[src/rtl/rob.sv]
// rob: reorder buffer. Allocates entries in issue order, captures rs/lsb
// broadcasts and retires one entry per cycle into the regfile or LSB. When
// a retiring branch was mispredicted, it flushes the whole pipeline.
// Ports:
//   clk_in, rst_in (async, active low), rdy_in (stall)
//   dec_*    : issue request; rob_full / tail_id go back to the decoder
//   rs_*/lsb_*: result broadcasts
//   qj_*/qk_*: operand queries
//   commit_* : retire outputs
//   clear, clear_pc: flush on mispredict
// Macro ROB_CDB_BYPASS_EN: queries also see a broadcast in the same cycle.
module rob #(
  parameter int          ROB_WIDTH = 3,
  parameter logic [31:0] PC_RESET  = 32'h0000_0000
) (
  input  logic                 clk_in,
  input  logic                 rst_in,
  input  logic                 rdy_in,
  input  logic                 dec_valid,
  input  logic [1:0]           dec_type,
  input  logic [4:0]           dec_rd,
  input  logic [31:0]          dec_pred_pc,
  output logic                 rob_full,
  output logic [ROB_WIDTH-1:0] tail_id,
  input  logic                 rs_ready,
  input  logic [ROB_WIDTH-1:0] rs_rob_id,
  input  logic [31:0]          rs_value,
  input  logic                 lsb_ready,
  input  logic [ROB_WIDTH-1:0] lsb_rob_id,
  input  logic [31:0]          lsb_value,
  input  logic [ROB_WIDTH-1:0] qj_id,
  input  logic [ROB_WIDTH-1:0] qk_id,
  output logic                 qj_ready,
  output logic                 qk_ready,
  output logic [31:0]          qj_value,
  output logic [31:0]          qk_value,
  output logic                 commit_valid,
  output logic [ROB_WIDTH-1:0] commit_rob_id,
  output logic                 commit_reg_we,
  output logic [4:0]           commit_rd,
  output logic [31:0]          commit_value,
  output logic                 commit_store,
  output logic                 clear,
  output logic [31:0]          clear_pc
);
  localparam int SIZE = 1 << ROB_WIDTH;
  localparam logic [1:0] T_REG  = 2'd0;
  localparam logic [1:0] T_BR   = 2'd1;
  localparam logic [1:0] T_ST   = 2'd2;
  localparam logic [1:0] T_DONE = 2'd3;
  localparam logic [ROB_WIDTH-1:0] P_ONE = ROB_WIDTH'(1);
  localparam logic [ROB_WIDTH:0] C_ONE = (ROB_WIDTH+1)'(1);
  localparam logic [ROB_WIDTH:0] C_FULL = (ROB_WIDTH+1)'(SIZE);

  logic [ROB_WIDTH-1:0] r_head;
  logic [ROB_WIDTH-1:0] r_tail;
  logic [ROB_WIDTH:0]   r_count;
  logic [SIZE-1:0]      r_busy;
  logic [SIZE-1:0]      r_rdy;
  logic [1:0]           r_type [SIZE];
  logic [4:0]           r_rd   [SIZE];
  logic [31:0]          r_pred [SIZE];
  logic [31:0]          r_val  [SIZE];

  logic        w_head_rs;
  logic        w_head_lsb;
  logic        w_head_rdy;
  logic [31:0] w_head_val;
  logic        w_commit;
  logic        w_mispred;
  logic        w_issue;
  logic        w_rs_wb;
  logic        w_lsb_wb;

  assign rob_full = (r_count == C_FULL);
  assign tail_id  = r_tail;

  // A broadcast aimed at the head retires it on the same edge
  assign w_head_rs  = rs_ready && (rs_rob_id == r_head);
  assign w_head_lsb = lsb_ready && (lsb_rob_id == r_head);
  assign w_head_rdy = r_rdy[r_head] | w_head_rs | w_head_lsb;
  assign w_head_val = r_rdy[r_head] ? r_val[r_head] :
                      w_head_rs     ? rs_value :
                      w_head_lsb    ? lsb_value : r_val[r_head];

  assign w_commit  = rdy_in && !clear && r_busy[r_head] && w_head_rdy;
  assign w_mispred = w_commit && (r_type[r_head] == T_BR) &&
                     (w_head_val != r_pred[r_head]);
  // When full, the slot freed by this cycle's commit is the tail slot
  assign w_issue   = rdy_in && dec_valid && !clear && !w_mispred &&
                     (!rob_full || w_commit);
  assign w_rs_wb   = rdy_in && rs_ready && r_busy[rs_rob_id];
  assign w_lsb_wb  = rdy_in && lsb_ready && r_busy[lsb_rob_id];

  always_ff @(posedge clk_in or negedge rst_in) begin
    if (!rst_in) begin
      r_head        <= '0;
      r_tail        <= '0;
      r_count       <= '0;
      r_busy        <= '0;
      r_rdy         <= '0;
      commit_valid  <= 1'b0;
      commit_rob_id <= '0;
      commit_reg_we <= 1'b0;
      commit_rd     <= '0;
      commit_value  <= '0;
      commit_store  <= 1'b0;
      clear         <= 1'b0;
      clear_pc      <= PC_RESET;
    end else if (rdy_in) begin
      commit_valid  <= 1'b0;
      commit_reg_we <= 1'b0;
      commit_store  <= 1'b0;
      clear         <= 1'b0;
      if (w_rs_wb) r_rdy[rs_rob_id] <= 1'b1;
      if (w_lsb_wb) r_rdy[lsb_rob_id] <= 1'b1;
      if (w_commit) begin
        r_busy[r_head] <= 1'b0;
        r_rdy[r_head]  <= 1'b0;
        r_head         <= r_head + P_ONE;
        commit_valid   <= 1'b1;
        commit_rob_id  <= r_head;
        commit_reg_we  <= (r_type[r_head] == T_REG) &&
                          (r_rd[r_head] != 5'd0);
        commit_rd      <= r_rd[r_head];
        commit_value   <= w_head_val;
        commit_store   <= (r_type[r_head] == T_ST);
      end
      if (w_issue) begin
        r_busy[r_tail] <= 1'b1;
        r_rdy[r_tail]  <= (dec_type == T_DONE);
        r_tail         <= r_tail + P_ONE;
      end
      unique case ({w_issue, w_commit})
        2'b10:   r_count <= r_count + C_ONE;
        2'b01:   r_count <= r_count - C_ONE;
        default: ;
      endcase
      if (w_mispred) begin
        r_busy   <= '0;
        r_rdy    <= '0;
        r_head   <= '0;
        r_tail   <= '0;
        r_count  <= '0;
        clear    <= 1'b1;
        clear_pc <= w_head_val;
      end
    end
  end

  always_ff @(posedge clk_in) begin
    if (w_rs_wb) r_val[rs_rob_id] <= rs_value;
    if (w_lsb_wb) r_val[lsb_rob_id] <= lsb_value;
    if (w_issue) begin
      r_type[r_tail] <= dec_type;
      r_rd[r_tail]   <= dec_rd;
      r_pred[r_tail] <= dec_pred_pc;
      r_val[r_tail]  <= '0;
    end
  end

  function automatic logic [32:0] f_query(
    input logic [ROB_WIDTH-1:0] id
  );
    logic [32:0] res;
    res = '0;
    if (r_busy[id]) begin
      if (r_rdy[id]) res = {1'b1, r_val[id]};
`ifdef ROB_CDB_BYPASS_EN
      if (rs_ready && rs_rob_id == id)
        res = {1'b1, rs_value};
      else if (lsb_ready && lsb_rob_id == id)
        res = {1'b1, lsb_value};
`endif
    end
    return res;
  endfunction

  assign {qj_ready, qj_value} = f_query(qj_id);
  assign {qk_ready, qk_value} = f_query(qk_id);
endmodule

[config.mk]
export PLATFORM = sky130hd
export DESIGN_NAME = rob
export DESIGN_NICKNAME = d
export VERILOG_FILES = /design/src/rtl/rob.sv
export SDC_FILE = /design/constraint.sdc
export NUM_CORES = 2
export LEC_CHECK = 0
export CORE_AREA = 5 5 261 263
export DETAILED_ROUTE_END_ITERATION = 10
export DIE_AREA = 0 0 266 268
export HOLD_SLACK_MARGIN = 0.03
export PLACE_DENSITY = 0.82
export SKIP_CTS_REPAIR_TIMING = 1
export SYNTH_ARGS = -nofsm -noshare
export SYNTH_HDL_FRONTEND = slang
export SYNTH_SLANG_ARGS = --single-unit
[constraint.sdc]
create_clock -name clk_in -period 6.7 [get_ports clk_in]
set_input_delay 1.34 -clock clk_in [delete_from_list [all_inputs] [get_ports clk_in]]
set_output_delay 1.34 -clock clk_in [all_outputs]
set_load 0.02 [all_outputs]
Yosys cells after proc, flatten, opt, wreduce, memory -nomap -nowiden:

Memory sizes are Yosys's and may differ from the RTL's.
Index checks and enable logic that the tools add are counted.

* bitwise logic cells: 8
* $add $sub $neg: 4
* $lt $le $gt $ge: 10
* reduce and logical (&&, ||, !) cells: 34
* multiplexer cells: 60
* eq/ne operators: 9

Operators with widths (number)
* $mux W33: 4
* $mux W32: 3
* $mux W8: 12
* $ne A32 B32 Y1: 1
* $bmux W1 S3: 8
* $lt A3 B4 Y1 const B: 6
* $or A8 B8 Y8: 3
* $mux W1: 22
* $logic_and A1 B1 Y1: 20
* $and A8 B8 Y8: 2
* $demux W1 S3: 4
* $ge A3 B1 Y1 const B: 4
* $mux W3: 4
* $reduce_and A2 Y1: 5
* $bwmux W8: 1
* $not A8 Y8: 1
* $pmux W4 S2: 1
* $add A3 B1 Y3 const B: 2
* $eq A2 B2 Y1 const B: 3
* $eq A3 B3 Y1: 2
* $reduce_bool A5 Y1: 1
* $add A4 B1 Y4 const B: 1
* $eq A2 B1 Y1 const B: 2
* $eq A4 B4 Y1 const B: 1
* other kinds (8): 12

* register bits: 102
* memory bits (writable): 568
* output and inout bits: 146
* bits of input ports: 121
* word-level logic and storage cells: 142
* memories: 4

Memory list
* r_pred: words 8, width 32, read ports 1, clocked after memory_dff 0, wr ports 1, line 62 `logic [31:0] r_pred [SIZE];`
* r_val: words 8, width 32, read ports 3, clocked after memory_dff 0, wr ports 3, line 63 `logic [31:0] r_val [SIZE];`
* r_rd: words 8, width 5, read ports 1, clocked after memory_dff 0, wr ports 1, line 61 `logic [4:0] r_rd [SIZE];`
* r_type: words 8, width 2, read ports 1, clocked after memory_dff 0, wr ports 1, line 60 `logic [1:0] r_type [SIZE];`

Longest topological paths before layout:

* depth in word-level cells: 16
* gate-level depth with buffers: 23
* depth with buffers taken out: 16

Least setup slack after synthesis:

No wires, ideal clock.

* path type: input port to flip-flop
* start: input port lsb_rob_id[0]
* end: register r_count[3]
* arrival time: 5.470 ns
* data required time: 6.579 ns
* buffers on the path: 1
* setup slack: 1.108 ns
* library setup time: 0.121 ns
* cell stages on the path: 17
* cell sequence: xnor2_1 nand4_1 nor3_1 o21ai_0 a32oi_1 or4b_1 or4_1 o31ai_2 clkbuf_1 a21oi_1 ha_1 a21o_1 a21oi_1 nor3_1 a31oi_1 xor2_1 nor2_1

* word-level cells in the longest chain between the ends: 13
* elaborated cells between the ends (all ways): 20
* those cells by class: eq/ne (4); mux (5); bitwise (1); reduce/logical (10)

Ends and longest elaborated chain
* start, declared: line 29 `input logic [ROB_WIDTH-1:0] lsb_rob_id,`
* $eq A3 B3 Y1 *: line 80 `assign w_head_lsb = lsb_ready && (lsb_rob_id == r_head);`
* $logic_and A1 B1 Y1 *: line 80
* $mux W32: line 84 `w_head_lsb ? lsb_value : r_val[r_head];`
* $mux W32: line 83 `w_head_rs ? rs_value :`
* $mux W32: line 82 `assign w_head_val = r_rdy[r_head] ? r_val[r_head] :`
* $ne A32 B32 Y1: line 88 `(w_head_val != r_pred[r_head]);`
* $logic_and A1 B1 Y1: line 87 `assign w_mispred = w_commit && (r_type[r_head] == T_BR) &&`
* $logic_not A1 Y1: line 90 `assign w_issue = rdy_in && dec_valid && !clear && !w_mispred &&`
* $logic_and A1 B1 Y1 (2 in series): line 90
* $eq A2 B1 Y1 or $eq A2 B2 Y1 (tied branches): line 134 `unique case ({w_issue, w_commit})`
* $pmux W4 S2 or $reduce_bool A3 Y1 (tied branches)
* $mux W4 or $reduce_and A2 Y1 (tied branches)
* end signal, assigned: line 135 `2'b10: r_count <= r_count + C_ONE;`
* end signal, assigned: line 136 `2'b01: r_count <= r_count - C_ONE;`
* end, declared: line 57 `logic [ROB_WIDTH:0] r_count;`

Every way passes the cells marked *; elsewhere a longest branch is shown, timed or not.
A chain may end at the register's enable or synchronous reset.

Worst setup path after layout:

* start: input port lsb_rob_id[0]
* end: memory r_pred[1][1], enable pin

* word-level cells in the longest chain between the ends: 12
* elaborated cells between the ends (all ways): 16
* those cells by class: eq/ne (2); mux (5); bitwise (1); reduce/logical (8)

Ends and longest elaborated chain
* $eq A3 B3 Y1 *: line 80
* $logic_and A1 B1 Y1 *: line 80
* $mux W32: line 84
* $mux W32: line 83
* $mux W32: line 82
* $ne A32 B32 Y1: line 88
* $logic_and A1 B1 Y1: line 87
* $logic_not A1 Y1: line 90
* $logic_and A1 B1 Y1: line 90
* $logic_and A1 B1 Y1 *: line 90
* $mux W1 *: line 154 `if (w_issue) begin`
* $mux W1 (implied by the code) *: line 157 `r_pred[r_tail] <= dec_pred_pc;`
* end, declared: line 62

Marked as above.

==> reports/qor.yml <==
run_status:
  run_status: "completed"
detailed_routing:
  drtAntennaViolNets: 0
  totalWireLength_um: 122000
  drtIter0Drc: 4295
  first_pass_iters: 9
  wl_per_cell_um: 29.1
  via_per_inst: 6.84
  vias: 28800
  drcViolationCount: 0
synth:
  ys_ff_latch: 670
  ys_warn_count: 0
  ys.flop_type: "edfxtp_1"
  synthArstFlopShare: 0.152
  yosysTopAreaCellShare: 0.262
  synthCells: 3143
  synth_area_mm2: 0.0358
  ys_types: 78
  syn_nets: 3269
  synth_area_per_cell_um2: 11.4
  synth_seq_area_share: 0.477
  synth.area.top_cells: "edfxtp_1 26%, dfxtp_1 14%, mux2i_1 13%"
  synth_area_leader_cell: "edfxtp_1"
  synth-edff-count: 312
critical_path:
  crit_type: "in2reg"
  arrival_ns: 6.17
  worstSetupEndpointType: "flip-flop"
  cp_max_fo: 52
  start_kind: "input pin"
  cp.required_ns: 6.97
pwr:
  p_clk_frac: 0.198
  seqPwrFrac: 0.333
  ir_worst_vdd_mv: 0.276
  p_sw_uw: 8370
  swShare: 0.415
  power_density_mw_per_mm2: 483
  combPwrFrac: 0.469
  intPower_uw: 11800
  p_leak_uw: 0.0161
flow_run:
  maxCapViolCount: 0
floorplan:
  start_util: 0.547
  dieHeight_um: 268
  die_area_mm2: 0.0713
  coreArea_mm2: 0.0654
  rows: 94
  die_w_um: 266
  io_pins: 267
timing:
  hold_violations: 0
  fmax_mhz: 169
  maxSlewViolCount: 0
  post-route-min-period_ns: 5.90
  rsz0062_at_grt: "false"
  relSlewSlack: 0.156
  finClkSkew_ns: 0.0355
  fin_setup_tns_ns: 0
  finalCritPeriodShare: 0.881
  tightest_slew_ns: 1.25
  final-setup-viol-count: 0
cells_and_area:
  nets: 3402
  fill_cells: 4913
  post-route-util: 0.637
  drive_above_1_share: 0.155
  area_delta_synth_final_pct: 16.5
  instances_no_fill: 4204
  stdcell_area_mm2: 0.0416
clock_tree:
  clk_pin_slew_worst_paths_ns: 0.06
  cts_sinks: 670
  root_buffer: "clkbuf_16"
  clock_latency_ns: 0.65
  htreeDepth: 3
  cts_buffers: 71
  cts.path.max_buffers: 3
  cts_tree: "yes"
placed_design:
  placed_cells: 4067
  portBuffers: 266
  dpl-instance-area_mm2: 0.0393
  dpl.hpwl_um: 78600
  gp_congestion: 0.982
grt:
  grt_overflow: 0
  grt_usage: 0.333
  grt_pass1_vias: 27800
  antenna_found_initial: 15
  grt_max_degree: 70
  grt_first_pass_wirelength_um: 181000
min_path:
  min_path_type: "reg2reg"
[metal layers]
layer  share of wire  vias up  routed length, um  global-route usage
li1                -    12100                  -                   -
met1            0.36    14100              44000               0.433
met2            0.46     2078              56200               0.515
met3            0.12      466              14600              0.0902
met4           0.061       14               7420               0.179
met5         0.00073        -                 89                   0
[cells by family (layout without fill, tap and decap cells)]
family	Yosys count	after routing	share of synthesized area
buffers and inverters	352	539	0.0417
AOI/OAI and AO/OA	571	571	0.115
xor gates and xnor gates	29	29	0.00731
DFF	670	670	0.477
and+or+nand+nor	829	829	0.100
muxes	687	687	0.257
adders and majority gates	5	5	0.00196
other	0	10	0
[placed cells by master (no fill, tap or decap), drive strengths merged, types with 10 or more instances in the layout]
cell	n
a211oi	262
a21oi	58
a22oi	20
a2bb2oi	27
a32oi	19
buf	133
clkbuf	90
clkdlybuf4s50	259
clkinv	24
dfrtp	102
dfxtp	256
diode	10
edfxtp	312
inv	26
mux2	57
mux2i	452
mux4	178
nand2	271
nand2b	13
nand3	22
nand4	33
nor2	393
nor2b	37
nor3	22
o211ai	12
o21ai	55
o221ai	24
o22ai	36
xnor2	14
xor2	15
[metrics by stage]
step           setup WS, ns  total power, uW  hold WS, ns
3_3_place_gp          0.356            15600        0.458
2_1_floorplan          1.11            12200        0.495
5_1_grt               0.576            20900        0.485
3_5_place_dp          0.306            15800        0.462
6_report              0.800            20100        0.472
4_1_cts               0.934            19800        0.477
[worst max-delay path: stages]
cell and delay (ns):
clkdlybuf4s50_1 0.53, xnor2_2 0.26, buf_4 0.34, nand4_1 0.42
nor3_1 0.41, o21ai_0 0.16, a32oi_1 0.23, or4b_1 0.48
or4_1 0.60, o31ai_4 0.22, buf_4 0.50, and2_4 0.27
buf_4 0.38
[flip-flops by register name, indices dropped and copies added, names as in the netlist]
name           count
r_pred           256
r_val            256
r_rd              40
clear_pc          32
commit_value      32
r_type            16
r_busy             8
r_rdy              8
commit_rd          5
r_count            4
commit_rob_id      3
r_head             3
tail_id            3
clear              1
commit_reg_we      1
commit_store       1
commit_valid       1
[worst paths after layout]
| check | from | end | slack [ns] | cells after the start |
|---|---|---|---|---|
| min in group asynchronous | rst_in | commit_value[18] | 0.83 | 1 |
| max in group asynchronous | rst_in | r_head[2] | 4.87 | 2 |
| worst min register to register | commit_value[8] | commit_value[8] | 0.47 | 2 |
| worst max register to register | r_head[2] | r_pred[1][1] | 0.95 | 11 |
| worst max-delay path | lsb_rob_id[0] | r_pred[1][1] | 0.80 | 13 |
| worst min-delay path | commit_value[8] | commit_value[8] | 0.47 | 2 |
[layout make-up]
| cell class | count | area [um2] | share of cell area |
|---|---|---|---|
| multi-input cells | 2121 | 17300 | 0.415 |
| clock inverters | 37 | 382 | 0.00916 |
| diodes | 10 | 25.0 | 0.000601 |
| well taps | 864 | 1080 | 0.0260 |
| flip-flops and latches | 670 | 17100 | 0.410 |
| inverters | 20 | 75.1 | 0.00180 |
| repair buffers | 392 | 3780 | 0.0908 |
| clock buffers | 90 | 1960 | 0.0471 |
[cell usage after synthesis (all sizes together), types with 24 or more instances]
library cell / instances
mux2: 57
edfxtp: 312
o221ai: 24
a211oi: 262
clkbuf: 179
nor2b: 37
nand2: 271
mux2i: 452
o21ai: 55
o22ai: 36
dfrtp: 102
a2bb2oi: 27
mux4: 178
nand4: 33
a21oi: 58
dfxtp: 256
nor2: 393
buf: 153
[power groups by stage]
stage / logic (uW) / registers (uW) / clock network [uW]
finish: 9440 / 6700 / 3990
global route: 9870 / 6790 / 4190
CTS: 9220 / 6610 / 4010
detailed placement: 9140 / 6660 / 0
global placement: 9000 / 6600 / 0
floorplan: 5690 / 6470 / 0
No activity file was read; power rests on OpenSTA's default activity.
